[config.mk]
export PLATFORM = sky130hd
export DESIGN_NAME = main_ram_arbiter
export DESIGN_NICKNAME = d
export VERILOG_FILES = /design/src/rtl/main_ram_arbiter.sv
export SDC_FILE = /design/constraint.sdc
export NUM_CORES = 1
export LEC_CHECK = 0
export ABC_AREA = 1
export BUFFER_PORTS_ARGS = -buffer_cell sky130_fd_sc_hd__buf_2
export CORE_MARGIN = 4
export CORE_UTILIZATION = 49
export DETAILED_ROUTE_END_ITERATION = 8
export PLACE_DENSITY = 0.86
export SYNTH_ARGS = -nofsm -noshare
export SYNTH_HDL_FRONTEND = slang
export SYNTH_SLANG_ARGS = --single-unit
[constraint.sdc]
create_clock -name clk -period 4.4 [get_ports clk]
set_input_delay 1.1 -clock clk [delete_from_list [all_inputs] [get_ports clk]]
set_output_delay 1.1 -clock clk [all_outputs]
set_load 0.05 [all_outputs]
[src/rtl/main_ram_arbiter.sv]
// main_ram_arbiter
//   Sequencer/arbiter for the single SDRAM main-memory port. It shares the
//   port between the game loader, the core ROM read port, the core BSRAM byte
//   port and, optionally, an ESP32 SPI host byte port. It issues one command
//   at a time and returns read data with a one-cycle completion pulse.
//
// Build option:
//   ESP32_PORT_EN  defined   -> SPI host port and starvation guard present
//                  undefined -> loader/BSRAM/ROM arbitration only
//
// Ports:
//   clk, reset_n                       clock, async active-low reset
//   load_done                          0 = loader-only mode
//   load_req/addr/data -> load_ack     loader word writes
//   rom_req/addr/word  -> rom_q/valid  ROM reads (byte or word)
//   bsram_req/we/addr/d -> bsram_q/valid  BSRAM byte accesses
//   spi_req/we/addr/d  -> spi_q/ack    SPI host byte accesses (optional)
//   mem_addr/rd/wr/word/din            SDRAM command side
//   mem_dout, mem_busy                 SDRAM response side
//
// state       | meaning
// ------------+--------------------------------------------------------
// S_IDLE      | sample requests, grant one, load the command latch
// S_ISSUE     | drive mem_rd or mem_wr for one cycle
// S_WAIT_BUSY | wait for the controller to raise mem_busy
// S_WAIT_DONE | wait for mem_busy to fall, capture data, pulse owner
module main_ram_arbiter #(
  parameter int ROM_AW     = 24,
  parameter int BSRAM_AW   = 20,
  parameter int STARVE_MAX = 8
) (
  input  logic                clk,
  input  logic                reset_n,
  input  logic                load_done,
  input  logic                load_req,
  input  logic [24:0]         load_addr,
  input  logic [15:0]         load_data,
  output logic                load_ack,
  input  logic                rom_req,
  input  logic [ROM_AW-1:0]   rom_addr,
  input  logic                rom_word,
  output logic [15:0]         rom_q,
  output logic                rom_valid,
  input  logic                bsram_req,
  input  logic                bsram_we,
  input  logic [BSRAM_AW-1:0] bsram_addr,
  input  logic [7:0]          bsram_d,
  output logic [7:0]          bsram_q,
  output logic                bsram_valid,
`ifdef ESP32_PORT_EN
  input  logic                spi_req,
  input  logic                spi_we,
  input  logic [24:0]         spi_addr,
  input  logic [7:0]          spi_d,
  output logic [7:0]          spi_q,
  output logic                spi_ack,
`endif
  output logic [24:0]         mem_addr,
  output logic                mem_rd,
  output logic                mem_wr,
  output logic                mem_word,
  output logic [15:0]         mem_din,
  input  logic [15:0]         mem_dout,
  input  logic                mem_busy
);

  typedef enum logic [1:0] {S_IDLE, S_ISSUE, S_WAIT_BUSY, S_WAIT_DONE} state_t;

  localparam logic [1:0] OWN_LOAD  = 2'd0;
  localparam logic [1:0] OWN_ROM   = 2'd1;
  localparam logic [1:0] OWN_BSRAM = 2'd2;
  localparam logic [1:0] OWN_SPI   = 2'd3;

  // BSRAM lives in the upper half of the SDRAM address space.
  localparam logic [24:0] BSRAM_BASE = 25'h1000000;

  state_t      state_q, state_d;
  logic [24:0] cmd_addr_q, cmd_addr_d;
  logic [15:0] cmd_din_q, cmd_din_d;
  logic        cmd_word_q, cmd_word_d;
  logic        cmd_we_q, cmd_we_d;
  logic [1:0]  cmd_own_q, cmd_own_d;
  logic        load_ack_q, load_ack_d;
  logic        rom_valid_q, rom_valid_d;
  logic        bsram_valid_q, bsram_valid_d;
  logic [15:0] rom_data_q, rom_data_d;
  logic [7:0]  bsram_data_q, bsram_data_d;
  logic        gnt_load, gnt_rom, gnt_bsram;
  logic        complete;

`ifdef ESP32_PORT_EN
  localparam int SW = $clog2(STARVE_MAX + 1);
  logic [SW-1:0] starve_q, starve_d;
  logic          spi_ack_q, spi_ack_d;
  logic [7:0]    spi_data_q, spi_data_d;
  logic          gnt_spi;
`else
  logic unused_cfg;
  assign unused_cfg = (STARVE_MAX > 0);
`endif

  // Grant selection; only meaningful while in S_IDLE.
  always_comb begin
    gnt_load  = 1'b0;
    gnt_rom   = 1'b0;
    gnt_bsram = 1'b0;
`ifdef ESP32_PORT_EN
    gnt_spi   = 1'b0;
`endif
    if (!load_done) gnt_load = load_req;
`ifdef ESP32_PORT_EN
    else if (spi_req && (starve_q >= SW'(STARVE_MAX))) gnt_spi = 1'b1;
`endif
    else if (bsram_req) gnt_bsram = 1'b1;
    else if (rom_req)   gnt_rom   = 1'b1;
`ifdef ESP32_PORT_EN
    else if (spi_req)   gnt_spi   = 1'b1;
`endif
  end

  always_comb begin
    state_d       = state_q;
    cmd_addr_d    = cmd_addr_q;
    cmd_din_d     = cmd_din_q;
    cmd_word_d    = cmd_word_q;
    cmd_we_d      = cmd_we_q;
    cmd_own_d     = cmd_own_q;
    load_ack_d    = 1'b0;
    rom_valid_d   = 1'b0;
    bsram_valid_d = 1'b0;
    rom_data_d    = rom_data_q;
    bsram_data_d  = bsram_data_q;
    complete      = 1'b0;
`ifdef ESP32_PORT_EN
    starve_d      = starve_q;
    spi_ack_d     = 1'b0;
    spi_data_d    = spi_data_q;
`endif

    case (state_q)
      S_IDLE: begin
        if (gnt_load) begin
          cmd_addr_d = load_addr;
          cmd_din_d  = load_data;
          cmd_word_d = 1'b1;
          cmd_we_d   = 1'b1;
          cmd_own_d  = OWN_LOAD;
          state_d    = S_ISSUE;
        end else if (gnt_bsram) begin
          cmd_addr_d = 25'(bsram_addr) | BSRAM_BASE;
          cmd_din_d  = {bsram_d, bsram_d};
          cmd_word_d = 1'b0;
          cmd_we_d   = bsram_we;
          cmd_own_d  = OWN_BSRAM;
          state_d    = S_ISSUE;
        end else if (gnt_rom) begin
          cmd_addr_d = 25'(rom_addr);
          cmd_din_d  = 16'h0000;
          cmd_word_d = rom_word;
          cmd_we_d   = 1'b0;
          cmd_own_d  = OWN_ROM;
          state_d    = S_ISSUE;
        end
`ifdef ESP32_PORT_EN
        else if (gnt_spi) begin
          cmd_addr_d = spi_addr;
          cmd_din_d  = {spi_d, spi_d};
          cmd_word_d = 1'b0;
          cmd_we_d   = spi_we;
          cmd_own_d  = OWN_SPI;
          state_d    = S_ISSUE;
        end
        if (gnt_spi) begin
          starve_d = '0;
        end else if ((gnt_bsram || gnt_rom) && spi_req &&
                     (starve_q < SW'(STARVE_MAX))) begin
          starve_d = starve_q + SW'(1);
        end
`endif
      end
      S_ISSUE: state_d = S_WAIT_BUSY;
      // The strobe cycle plus this one form the window for mem_busy to rise;
      // a controller that never goes busy is treated as already finished.
      S_WAIT_BUSY: begin
        if (mem_busy) state_d = S_WAIT_DONE;
        else          complete = 1'b1;
      end
      S_WAIT_DONE: begin
        if (!mem_busy) complete = 1'b1;
      end
      default: state_d = S_IDLE;
    endcase

    if (complete) begin
      state_d = S_IDLE;
      case (cmd_own_q)
        OWN_LOAD: load_ack_d = 1'b1;
        OWN_ROM: begin
          rom_valid_d = 1'b1;
          rom_data_d  = mem_dout;
        end
        OWN_BSRAM: begin
          bsram_valid_d = 1'b1;
          if (!cmd_we_q) bsram_data_d = mem_dout[7:0];
        end
        default: begin
`ifdef ESP32_PORT_EN
          spi_ack_d = 1'b1;
          if (!cmd_we_q) spi_data_d = mem_dout[7:0];
`endif
        end
      endcase
    end
  end

  always_ff @(posedge clk or negedge reset_n) begin
    if (!reset_n) begin
      state_q       <= S_IDLE;
      cmd_addr_q    <= '0;
      cmd_din_q     <= '0;
      cmd_word_q    <= 1'b0;
      cmd_we_q      <= 1'b0;
      cmd_own_q     <= OWN_LOAD;
      load_ack_q    <= 1'b0;
      rom_valid_q   <= 1'b0;
      bsram_valid_q <= 1'b0;
      rom_data_q    <= '0;
      bsram_data_q  <= '0;
`ifdef ESP32_PORT_EN
      starve_q      <= '0;
      spi_ack_q     <= 1'b0;
      spi_data_q    <= '0;
`endif
    end else begin
      state_q       <= state_d;
      cmd_addr_q    <= cmd_addr_d;
      cmd_din_q     <= cmd_din_d;
      cmd_word_q    <= cmd_word_d;
      cmd_we_q      <= cmd_we_d;
      cmd_own_q     <= cmd_own_d;
      load_ack_q    <= load_ack_d;
      rom_valid_q   <= rom_valid_d;
      bsram_valid_q <= bsram_valid_d;
      rom_data_q    <= rom_data_d;
      bsram_data_q  <= bsram_data_d;
`ifdef ESP32_PORT_EN
      starve_q      <= starve_d;
      spi_ack_q     <= spi_ack_d;
      spi_data_q    <= spi_data_d;
`endif
    end
  end

  assign mem_rd      = (state_q == S_ISSUE) && !cmd_we_q;
  assign mem_wr      = (state_q == S_ISSUE) &&  cmd_we_q;
  assign mem_addr    = cmd_addr_q;
  assign mem_word    = cmd_word_q;
  assign mem_din     = cmd_din_q;
  assign load_ack    = load_ack_q;
  assign rom_valid   = rom_valid_q;
  assign rom_q       = rom_data_q;
  assign bsram_valid = bsram_valid_q;
  assign bsram_q     = bsram_data_q;
`ifdef ESP32_PORT_EN
  assign spi_ack     = spi_ack_q;
  assign spi_q       = spi_data_q;
`endif

endmodule

---- After elaboration in Yosys (flattened, before gate mapping) ----
Index checks and enable logic that the tools add are counted.
storage, ports and cells
  output and inout bits ................... 71
  input port bits ......................... 118
  word-level logic and storage cells ...... 65
  register bits ........................... 74
operators by class
  equal/unequal tests ..................... 7
  bitwise gates (word level) .............. 1
  mux-type cells .......................... 34
  reduce and logical (&&, ||, !) cells .... 12
operators by type and width
  kind                  count
  $mux W25              3
  $mux W16              3
  $mux W1               20
  $mux W2               7
  $eq A2 B2 Y1 const B  3
  $pmux W2 S3           1
  $reduce_and A3 Y1     2
  $ne A5 B5 Y1 const B  1
  $eq A2 B1 Y1 const B  2
  $logic_not A2 Y1      2
  $reduce_and A2 Y1     2
  $reduce_bool A4 Y1    1
  $ne A3 B3 Y1 const B  1
  $reduce_bool A3 Y1    1
  $logic_and A1 B1 Y1   2
  $reduce_or A2 Y1      1
  $logic_not A1 Y1      1
  $not A1 Y1            1

---- Longest topological paths before layout ----
  depth in word-level cells ............... 8
  mapped depth ............................ 9

---- Worst setup path before layout ----
Ideal clock, no wire load.
  path type ............................... register to output
  from .................................... register state_q[1]
  to ...................................... output port mem_rd
  arrival time ............................ 1.340 ns
  buffers on the path ..................... 0
  required time ........................... 3.300 ns
  path slack .............................. 1.960 ns
  stages on the path, launching flop included .. 5
  cells stage by stage .................... dfrtp_1 > inv_1 > ha_1 > inv_1 > nor2_1
on the way
  cells in the longest elaborated chain, start to end .. 2
RTL lines
  item                    RTL line  text
  start, declared         77        state_t state_q, state_d;
  start signal, assigned  235       state_q <= state_d;
  $eq A2 B1 Y1            254       assign mem_rd = (state_q == S_ISSUE) && !cmd_we_q;
  $logic_and A1 B1 Y1     254
  end, declared           59        output logic mem_rd,
Every way passes these cells.

---- Final worst setup path ----
Ends and elaborated chain as after synthesis.

==> metrics <==
synthesized instance count=517; Slew @ Worst Pin=0.896 ns; GRT Total Usage=22.7%; start point of the worst hold path=mem_addr[14]$_DFFE_PN0P_; nature of the critical path endpoint=output pin; CTS tree=built; CP required=3.30 ns; gr ovfl total=0; largest fanout on the critical path=5; synth top area cells=dfrtp_1, nand2_1, inv_1, o21ai_0, buf_2; post-synthesis sequential area ratio=51.1%; Post-Syn Area=3630 um2; cts bufs inserted=9; initial DRC count=121; Max Cap Viol=0; DIE HEIGHT=94.0 um; gr busiest metal=met2; DR DRC count=0; RR Startpoint=state_q[0]$_DFFE_PN0P_; syn nets=639; final slew viol count=0; largest net degree at the start of global routing=75; Pre-antenna DRT Iters=6; I/O pins=189; dominant cell by count in the synthesized netlist=nand2_1; YS warnings=0; CTS sink count=74; endpoints failing setup=0; GR Layer Usage met2=41.2%; status=finished, final reports clean; Min-Delay Endpoint=mem_addr[14]$_DFFE_PN0P_; WHS Path Cells=2; first-pass GRT wire length=16200 um; final setup TNS=0 ns; slew margin rel.=40.3%; Detailed Route WL=9840 um; GP Congestion=0.884; Yosys reg bits=74; number of post-CTS setup repair buffers=0; Fill cells=626; Die ar.=8840 um2; Reg2Reg Setup Slack=2.32 ns; Pwr per Cell Area=774 nW/um2; Root Buffer=clkbuf_8; H-tree levels=3; FFs w/ async S/R, synth=100%; core area=7210 um2; RSZ-0062 raised after global routing=false; Via density=4.58; post-cts sizing count=0; Routed WL per cell=12.3 um; Vias=3667; Max IR drop VDD=0.000370 V; top-area cell type share of the netlist area=51.1%; met1 usage=27.3%; syn avg cell area=7.02 um2; die width=94.0 um; CP Launch Type=flop; commonest cells in the netlist=nand2_1, dfrtp_1, inv_1, o21ai_0, buf_2; post-layout min period=2.52 ns; area leader, netlist=dfrtp_1; post-route ant nets=0; crit path kind=flop to output pin; Post-synth EDFFs=0; fmax=397 MHz; post-DP HPWL=7410 um; Leak=3.12 nW; worst hold path class=flop to flop; WP data arrival=1.42 ns; clk buf depth=2; Final nets=819; share of layout cells above drive strength 1=30.8%; synth unique cells=15; final hold slack=0.478 ns; vias in the first global route=3669; Main synth FF type=dfrtp_1; Worst-path clk slew=0.08 ns; Ant. Diodes=0; Fin Clk Skew=0.00862 ns; Synth-to-Final Area Change=33.8%; row cnt=31; fraction of the cycle the final worst path needs=57.3%; Initial Util=50.3%; IO Port Bufs=188; met3 usage=3.77%; CTS Hold Bufs=0; final hold vios=0; worst r2r dst=rom_q[12]$_DFFE_PN0P_; FF-to-FF path depth=8; final core occ=67.3%; initial antenna violation count=0; Clock Latency Late Sink=0.32 ns
## cell families (layout without fill, tap and decap cells)
| family | after synthesis | after routing | synth area share (%) |
|---|---|---|---|
| flops | 74 | 74 | 51.1 |
| fa+ha+maj | 4 | 4 | 1.38 |
| buf+inv | 64 | 249 | 7.55 |
| compound gates | 24 | 24 | 3.42 |
| simple gates | 351 | 351 | 36.6 |
## routing by layer
metal / up-vias / wire (um) / part of all wire, %
li1: 1893 / - / -
met1: 1662 / 3920 / 40
met2: 104 / 5210 / 53
met3: 8 / 607 / 6.2
met4: 0 / 100 / 1.0
met5: - / 0 / 0
## flip-flops by register name (all words and copies together), names as in the netlist
signal       count
cmd_we_q         1
cmd_own_q        2
rom_q           16
mem_din         16
rom_valid        1
mem_word         1
mem_addr        25
bsram_valid      1
bsram_q          8
state_q          2
load_ack         1
## layout make-up
| type | count | area [um2] | share of cell area [%] |
|---|---|---|---|
| repair buffers | 190 | 958 | 19.7 |
| well taps | 99 | 124 | 2.55 |
| flip-flops and latches | 74 | 1850 | 38.2 |
| clock buffers | 10 | 138 | 2.84 |
| clock inverters | 6 | 114 | 2.35 |
| inverters | 43 | 161 | 3.33 |
| multi-input cells | 379 | 1510 | 31.0 |
## worst max path at each step
stage	from	end	slack, ns
after floorplan	state_q[1]$_DFFE_PN0P_	mem_rd	1.96
after global placement	mem_busy	rom_q[9]$_DFFE_PN0P_	1.93
after detailed placement	mem_busy	rom_q[12]$_DFFE_PN0P_	1.80
after CTS	state_q[1]$_DFFE_PN0P_	mem_rd	1.86
after global routing	state_q[1]$_DFFE_PN0P_	mem_rd	1.74
final	state_q[1]$_DFFE_PN0P_	mem_rd	1.88
## worst max-delay path: stages (launching register included)
cell and delay, ns:
dfrtp_1 0.43, inv_1 0.12, ha_1 0.17, inv_1 0.04, nor2_1 0.07, buf_2 0.26
## stage by stage
step                      setup WS, ns  power (mW)  std cells  area, um2
after global routing              1.74        3.98        801       4850
after global placement            1.93        3.09        785       4600
final                             1.88        3.75        801       4850
after detailed placement          1.80        3.13        785       4600
after floorplan                   1.96        2.63        517       3630
after CTS                         1.86        3.79        801       4850
## report_power, final
part           switching [mW]  internal [mW]
registers               0.170          0.978
clock network           0.247          0.393
logic                    1.53          0.433
total                    1.95           1.80
## cells in the final DEF, fill, tap and decap left out, drive strengths merged
cell type / n
ha: 4
buf: 190
clkbuf: 10
clkinv: 1
bufinv: 3
a21oi: 1
o21ai: 23
nor2: 5
nor3: 2
nand3: 4
dfrtp: 74
inv: 43
nand2: 340
clkinvlp: 2
No activity file was read; power rests on OpenSTA's default activity.
